==> src/rtl/eth_rx_deframer.sv <==
// RMII receive deframer: strips preamble/SFD, assembles bytes, checks FCS/length/alignment.
// Optional ETH_RX_MAC_FILTER_EN diverts frames whose destination is neither MY_MAC nor broadcast.
module eth_rx_deframer #(
    parameter int          MIN_LEN = 64,
    parameter int          MAX_LEN = 1518,
    parameter logic [47:0] MY_MAC  = 48'h02_00_00_00_00_01
) (
    input  logic        clk,
    input  logic        rst,
    input  logic        rmii_crs_dv,
    input  logic [1:0]  rmii_rxd,
    output logic        wr_en,
    output logic [15:0] wr_idx,
    output logic [7:0]  wr_byte,
    output logic        frame_valid,
    output logic        frame_err,
    output logic [15:0] frame_len,
    output logic        busy
);

    typedef enum logic [2:0] {S_IDLE, S_PREAM, S_DATA, S_END, S_DROP} state_t;

    state_t      st, st_nx;
    logic [5:0]  cur;
    logic [1:0]  bitp;
    logic [15:0] cnt;
    logic [31:0] crc;
    logic [7:0]  byte_asm;
    logic        do_start, do_byte, do_judge, do_ovf, mac_drop, good;
    logic [15:0] len_sat;

    function automatic logic [31:0] crc_byte(input logic [31:0] c, input logic [7:0] d);
        logic [31:0] r;
        r = c;
        for (int i = 0; i < 8; i++)
            r = (r[0] ^ d[i]) ? ((r >> 1) ^ 32'hEDB88320) : (r >> 1);
        return r;
    endfunction

    assign byte_asm = {rmii_rxd, cur};
    assign len_sat  = (cnt < 16'd4) ? 16'd0 : cnt - 16'd4;
    assign good     = (crc == 32'hDEBB20E3) && (cnt >= 16'(MIN_LEN)) &&
                      (cnt <= 16'(MAX_LEN)) && (bitp == 2'd0);

`ifdef ETH_RX_MAC_FILTER_EN
    logic [39:0] mac_sr;
    logic [47:0] dest;
    assign dest     = {mac_sr, byte_asm};
    assign mac_drop = (cnt == 16'd5) && (dest != MY_MAC) && (dest != 48'hFFFF_FFFF_FFFF);

    always_ff @(posedge clk or posedge rst) begin
        if (rst)
            mac_sr <= '0;
        else if (do_byte && cnt < 16'd5)
            mac_sr <= {mac_sr[31:0], byte_asm};
    end
`else
    logic unused_my_mac;
    assign unused_my_mac = ^MY_MAC;
    assign mac_drop      = 1'b0;
`endif

    always_comb begin
        st_nx    = st;
        do_start = 1'b0;
        do_byte  = 1'b0;
        do_judge = 1'b0;
        do_ovf   = 1'b0;
        case (st)
            S_IDLE:  if (rmii_crs_dv) st_nx = S_PREAM;
            S_PREAM: begin
                if (!rmii_crs_dv)
                    st_nx = S_IDLE;
                else if (rmii_rxd == 2'b11) begin
                    st_nx    = S_DATA;
                    do_start = 1'b1;
                end else if (rmii_rxd == 2'b10)
                    st_nx = S_DROP;
            end
            S_DATA: begin
                if (!rmii_crs_dv) begin
                    st_nx    = S_END;
                    do_judge = 1'b1;
                end else if (bitp == 2'd3) begin
                    // A byte beyond MAX_LEN is never written; the frame is judged now.
                    if (cnt == 16'(MAX_LEN)) begin
                        do_ovf = 1'b1;
                        st_nx  = S_DROP;
                    end else begin
                        do_byte = 1'b1;
                        if (mac_drop) st_nx = S_DROP;
                    end
                end
            end
            // Pulse is visible in this state; a new carrier may start right away.
            S_END:   st_nx = rmii_crs_dv ? S_PREAM : S_IDLE;
            S_DROP:  if (!rmii_crs_dv) st_nx = S_IDLE;
            default: st_nx = S_IDLE;
        endcase
    end

    always_ff @(posedge clk or posedge rst) begin
        if (rst) begin
            st          <= S_IDLE;
            cur         <= '0;
            bitp        <= '0;
            cnt         <= '0;
            crc         <= 32'hFFFF_FFFF;
            wr_en       <= 1'b0;
            wr_idx      <= '0;
            wr_byte     <= '0;
            frame_valid <= 1'b0;
            frame_err   <= 1'b0;
            frame_len   <= '0;
            busy        <= 1'b0;
        end else begin
            st          <= st_nx;
            wr_en       <= do_byte;
            frame_valid <= do_judge && good;
            frame_err   <= (do_judge && !good) || do_ovf;
            if (do_start) begin
                bitp <= '0;
                cnt  <= '0;
                crc  <= 32'hFFFF_FFFF;
                busy <= 1'b1;
            end
            if (st == S_DATA && rmii_crs_dv) begin
                cur  <= byte_asm[7:2];
                bitp <= bitp + 2'd1;
            end
            if (do_byte) begin
                wr_byte <= byte_asm;
                wr_idx  <= cnt;
                cnt     <= cnt + 16'd1;
                crc     <= crc_byte(crc, byte_asm);
            end
            if (do_judge || do_ovf)
                frame_len <= len_sat;
            if (do_judge || st_nx == S_DROP)
                busy <= 1'b0;
        end
    end

endmodule
==> config.mk <==
export PLATFORM = sky130hd
export DESIGN_NAME = eth_rx_deframer
export DESIGN_NICKNAME = d
export VERILOG_FILES = /design/src/rtl/eth_rx_deframer.sv
export SDC_FILE = /design/constraint.sdc
export NUM_CORES = 1
export LEC_CHECK = 0
export CORE_MARGIN = 5
export CORE_UTILIZATION = 50
export CTS_CLUSTER_SIZE = 30
export DETAILED_ROUTE_END_ITERATION = 10
export PLACE_DENSITY = 0.83
export SYNTH_ARGS = -nofsm -noshare
export SYNTH_HDL_FRONTEND = slang
export SYNTH_SLANG_ARGS = --single-unit
==> constraint.sdc <==
create_clock -name clk -period 4.02 [get_ports clk]
set_input_delay 1.206 -clock clk [delete_from_list [all_inputs] [get_ports clk]]
set_output_delay 1.206 -clock clk [all_outputs]
set_load 0.02 [all_outputs]
After elaboration in Yosys (flattened, before gate mapping)
Cells that the tools add are included.
{"block": "totals", "regBits": 103, "input_bits": 5, "output_inout_bits": 44, "elab_cells": 99}
{"block": "classes", "addsub": 3, "order_cmp": 3, "n_eq_ne": 10, "muxes": 40, "bitwise_logic": 16, "reduce_logical": 15}
{"op": "two-way mux 32 bit", "n": 10}
{"op": "NOT 13 -> 14 bit", "n": 8}
{"op": "two-way mux 16 bit", "n": 3}
{"op": "equality test 32 bit, second input constant", "n": 1}
{"op": "two-way mux 3 bit", "n": 8}
{"op": "adder 16 x 1 -> 16 bit, second input constant", "n": 1}
{"op": "equality test 16 x 11 -> 1 bit, second input constant", "n": 1}
{"op": "greater-or-equal comparator 16 x 7 -> 1 bit, second input constant", "n": 1}
{"op": "less-or-equal comparator 16 x 11 -> 1 bit, second input constant", "n": 1}
{"op": "< comparator 16 x 3 -> 1 bit, second input constant", "n": 1}
{"op": "two-way mux 1 bit", "n": 16}
{"op": "subtractor 16 x 3 -> 16 bit, second input constant", "n": 1}
{"op": "case mux 3 bit (5 select lines)", "n": 1}
{"op": "XOR 1 bit", "n": 8}
{"op": "equality test 2 bit, second input constant", "n": 3}
{"op": "equality test 3 x 2 -> 1 bit, second input constant", "n": 2}
{"op": "equality test 3 bit, second input constant", "n": 2}
{"op": "logical AND 1 bit", "n": 6}
{"op": "nonzero test 2 bit", "n": 3}
{"op": "two-way mux 2 bit", "n": 2}
{"op": "equality test 3 x 1 -> 1 bit, second input constant", "n": 1}
{"op": "logical NOT 3 bit", "n": 1}
{"op": "logical OR 1 bit", "n": 3}
{"op": "adder 2 x 1 -> 2 bit, second input constant", "n": 1}
{"op": "2 further kinds", "n": 2}

Logic depth before layout (Yosys ltp)
{"block": "logic_depth", "ltp_word": 17, "mapped_depth": 9, "depth_no_buf": 7}

Worst setup path before layout
OpenSTA, ideal clock, no wires.
{"block": "synth_timing", "kind": "input to register", "startpoint": "in rmii_crs_dv", "endpoint": "reg cnt[10]", "setup_ns": 0.140, "t_arrival_ns": 2.571, "required_ns": 3.880, "setup_slack_ns": 1.309, "path_stages": 7, "path_cell_list": "buf_4 -> and4bb_2 -> nand3_1 -> or3_1 -> clkbuf_1 -> o311ai_0 -> o41ai_1"}
{"block": "synth_between", "elab_chain_cells": 3, "elab_cells_between_ends": 6, "cone_classes": "mux: 5; reduce/logical: 1"}
{"element": "start, declared", "line_no": "10", "text": "input logic rmii_crs_dv,"}
{"element": "two-way mux 1 bit, on equally long branches", "line_no": "81, 72"}
{"element": "two-way mux 1 bit", "line_no": "69", "text": "case (st)"}
{"element": "two-way mux 16 bit or nonzero test 2 bit (tied branches)"}
{"element": "end signal, assigned", "line_no": "134", "text": "cnt <= cnt + 16'd1;"}
{"element": "end, declared", "line_no": "26", "text": "logic [15:0] cnt;"}
Parallel ways exist; a longest one is shown, timed or not.
A chain may end at the register's enable or synchronous reset.

Final worst setup path
{"block": "layout_timing", "startpoint": "in rmii_crs_dv", "endpoint": "reg crc[11]"}
{"block": "layout_between", "elab_chain_cells": 3, "elab_cells_between_ends": 6, "cone_classes": "mux: 5; reduce/logical: 1"}
{"element": "two-way mux 1 bit, on equally long branches", "line_no": "81, 72"}
{"element": "two-way mux 1 bit", "line_no": "69"}
{"element": "two-way mux 32 bit or nonzero test 2 bit (tied branches)"}
{"element": "end signal, assigned", "line_no": "135", "text": "crc <= crc_byte(crc, byte_asm);"}
{"element": "end, declared", "line_no": "27", "text": "logic [31:0] crc;"}
Parallel ways exist; a longest one is shown, timed or not.

==> flow_summary.yaml <==
synth:
  yosys-top-cells-area: "dfrtp_1, dfstp_2, xnor2_1"
  syn_area_mm2: 0.005543
  synth_top_area_share_pct: 32.05
  synth_edf_count: 0
  ys_dominant_reg_cell: "dfrtp_1"
  synth-seq-cells: 103
  syn_nets: 539
  synth-async-reset-ratio_pct: 100.0
  synth.avg_cell_area_um2: 10.52
  synth_area_leader_cell: "dfrtp_1"
  yosys_warnings: 0
  synth_cells: 527
  synth.distinct_cells: 64
  seq_area_frac_synth_pct: 47.22
clock_tree:
  clkLatencyLatePin_ns: 0.38
  cts_setup_buffers: 0
  cts_sinks: 103
  cts_resized: 0
  clock-root-buffer: "clkbuf_8"
  cts_tree: "yes"
  htreeDepth: 3
  cts_buffers: 9
  cts_max_path_buffers: 2
  cts-hold-fix-buffers: 0
  clk_pin_slew_ns: 0.10
hold_path:
  worstHoldPathType: "flop to flop"
  hp-start: "wr_idx[8]"
  min_to: "wr_idx[8]"
  hold_depth: 2
power_and_ir_drop:
  p_sw_mw: 2.265
  cellLeakagePower_nw: 2.713
  finalPower_mw: 5.552
  peakVddDrop_v: 0.0008450
  p_sw_share_pct: 40.79
  p_per_area_mw_per_mm2: 886.1
  pwr-share-seq_pct: 31.1
  internal_power_mw: 3.287
  pwr-share-comb_pct: 57.1
  p_clk_share_pct: 11.7
die:
  start_util_pct: 51.13
  die_w_um: 115.3
  pin_count: 49
  core_mm2: 0.01084
  die_area_mm2: 0.01329
  rows: 38
  dieHeight_um: 115.3
route:
  via_per_inst: 5.550
  wl_per_cell_um: 17.21
  wl_met2_um: 6112
  drc_errors: 0
  wl_um: 12120
  met3_length_um: 573
  maxUsedRoutingLayer: "met4"
  route.layer.met1.wl_um: 5181
  drt_iter0_markers: 239
  vias: 3907
  drtAntennaViolNets: 0
  dr.pass1.iters: 4
place:
  dp_hpwl_um: 8659
  io_buffers: 48
  place_area_mm2: 0.006073
  place_congestion: 0.9359
  dp_slack_ns: 0.4288
  dp_cells: 688
final_layout:
  fillers: 907
  multiInputGateArea_mm2: 0.002683
  mostFrequentLayoutCell: "nand2_1"
  final_cell_mix: "nand2_1, dfrtp_1, clkdlybuf4s50_1, xnor2_1, a21oi_1"
  area_growth_pct: 13.05
  drive_above_1_share_pct: 18.26
  stdcell_area_mm2: 0.006266
  final_cell_count_no_fill: 704
  diodes: 0
  nNetsFinal: 571
  regArea_mm2: 0.002618
sta:
  max_freq_ghz: 0.3084
  slew-limit-headroom_pct: 39.33
  setup_tns_ns: 0
  setup_slack_ns: 0.7775
  min_period_over_period_pct: 80.66
  hold_viol: 0
  rsz0062_at_grt: "no"
  post-route-min-period_ns: 3.243
  slew_viol_final: 0
  setup_viol: 0
  worst_slew_pin_slew_ns: 0.9017
  fin_skew_ns: 0.01338
setup_path:
  crit-reg2reg-launch: "cnt[9]"
  critPathRequiredTime_ns: 4.32
  r2r_end: "frame_len[10]"
  crit_fanout: 64
  cp_slowest_stage_delay_ns: 0.62
  timing.critical_path.buf_inv: 3
  start_kind: "primary input"
  cp_slowest_cell: "clkdlybuf4s50_1"
  arrival_ns: 3.54
  r2r_slack_ns: 1.34
  rr_worst_depth: 5
  crit_chain: "clkdlybuf4s50_1 > and4bb_2 > nand2_1 > a21o_2 > inv_2 > buf_12 > nor3_1 > a21oi_1"
  end_kind: "flop"
  critPathKind: "primary input to flop"
  crit_family: "buffers and inverters"
run:
  drv_cap: 0
global_routing:
  grt-ovfl-total: 0
  grt_pass1_wl_um: 20320
  grt_max_degree: 73
  grt_usage_pct: 19.32
  antenna_found_initial: 0
  grt_pass1_vias: 4060
outcome:
  status: "finished clean"
## how the worst max path moves through the flow
stage,cells past startpoint,endpoint,startpoint
2_1_floorplan,1,bitp[0],rst
3_3_place_gp,8,crc[24],rmii_crs_dv
5_1_grt,8,crc[18],rmii_crs_dv
6_report,8,crc[11],rmii_crs_dv
4_1_cts,8,crc[11],rmii_crs_dv
3_5_place_dp,8,crc[11],rmii_crs_dv
## cells by family (layout without fill, tap and decap cells)
logic type / after synthesis / count (layout) / share of synthesized area [%]
xor+xnor: 84 / 84 / 15.94
flops: 103 / 103 / 47.22
mux: 27 / 27 / 6.005
fa+ha+maj: 7 / 7 / 1.580
buf+inv: 45 / 82 / 4.379
compound gates: 78 / 78 / 8.465
simple gates: 183 / 183 / 16.41
## final cells by class
| class | instances | area share, % |
|---|---|---|
| multi-input cells | 379 | 42.81 |
| repair buffers | 54 | 8.786 |
| inverters | 12 | 0.7588 |
| clock inverters | 4 | 0.7588 |
| flip-flops and latches | 103 | 41.77 |
| well taps | 140 | 2.796 |
| clock buffers | 12 | 2.316 |
## routing by layer
metal | GRT usage (%) | up-vias
met1 | 24.28 | 1938
met5 | 0 | -
met2 | 32.83 | 102
li1 | - | 1846
met4 | 6.808 | 0
met3 | 4.368 | 21
## cells in the mapped netlist (7+ instances only)
library cell  count
nand3_1           8
nand4_1           8
a21oi_1          33
dfstp_2          32
ha_1              7
inv_1            12
buf_2            12
o21ai_0          19
dfrtp_1          71
nand2_1          76
xor2_1           22
clkbuf_1         14
mux2_2           14
xnor2_1          47
nor2_1           27
mux2_4            9
xnor2_2           9
nor3_1           32
## stage by stage
| stage | hold slack [ns] | util [%] |
|---|---|---|
| 3_3_place_gp | 0.4600 | 56.02 |
| 6_report | 0.4909 | 57.80 |
| 5_1_grt | 0.5112 | 57.80 |
| 3_5_place_dp | 0.4667 | 56.02 |
| 4_1_cts | 0.4951 | 57.80 |
| 2_1_floorplan | 0.4740 | - |
## power by group through the flow
stage | sequential [mW] | clock [mW] | combinational [mW]
floorplan | 1.77 | 0 | 2.38
global placement | 1.73 | 0 | 3.02
detailed placement | 1.75 | 0 | 3.11
CTS | 1.73 | 0.666 | 3.17
global route | 1.77 | 0.707 | 3.41
finish | 1.73 | 0.652 | 3.17
## flip-flops by register name, summed over array words and instances, names as in the netlist, 2 cells and up
signal     cells
cnt           16
wr_idx        16
wr_byte        8
bitp           2
st             3
cur            6
frame_len     16
crc           32
## tightest hold or removal path, cell delays in order, from the launching register on
cell	delay [ns]
dfrtp_1	0.35
nand2_1	0.05
nand2_1	0.06
Note: power is estimated with default switching activity, not from simulation.
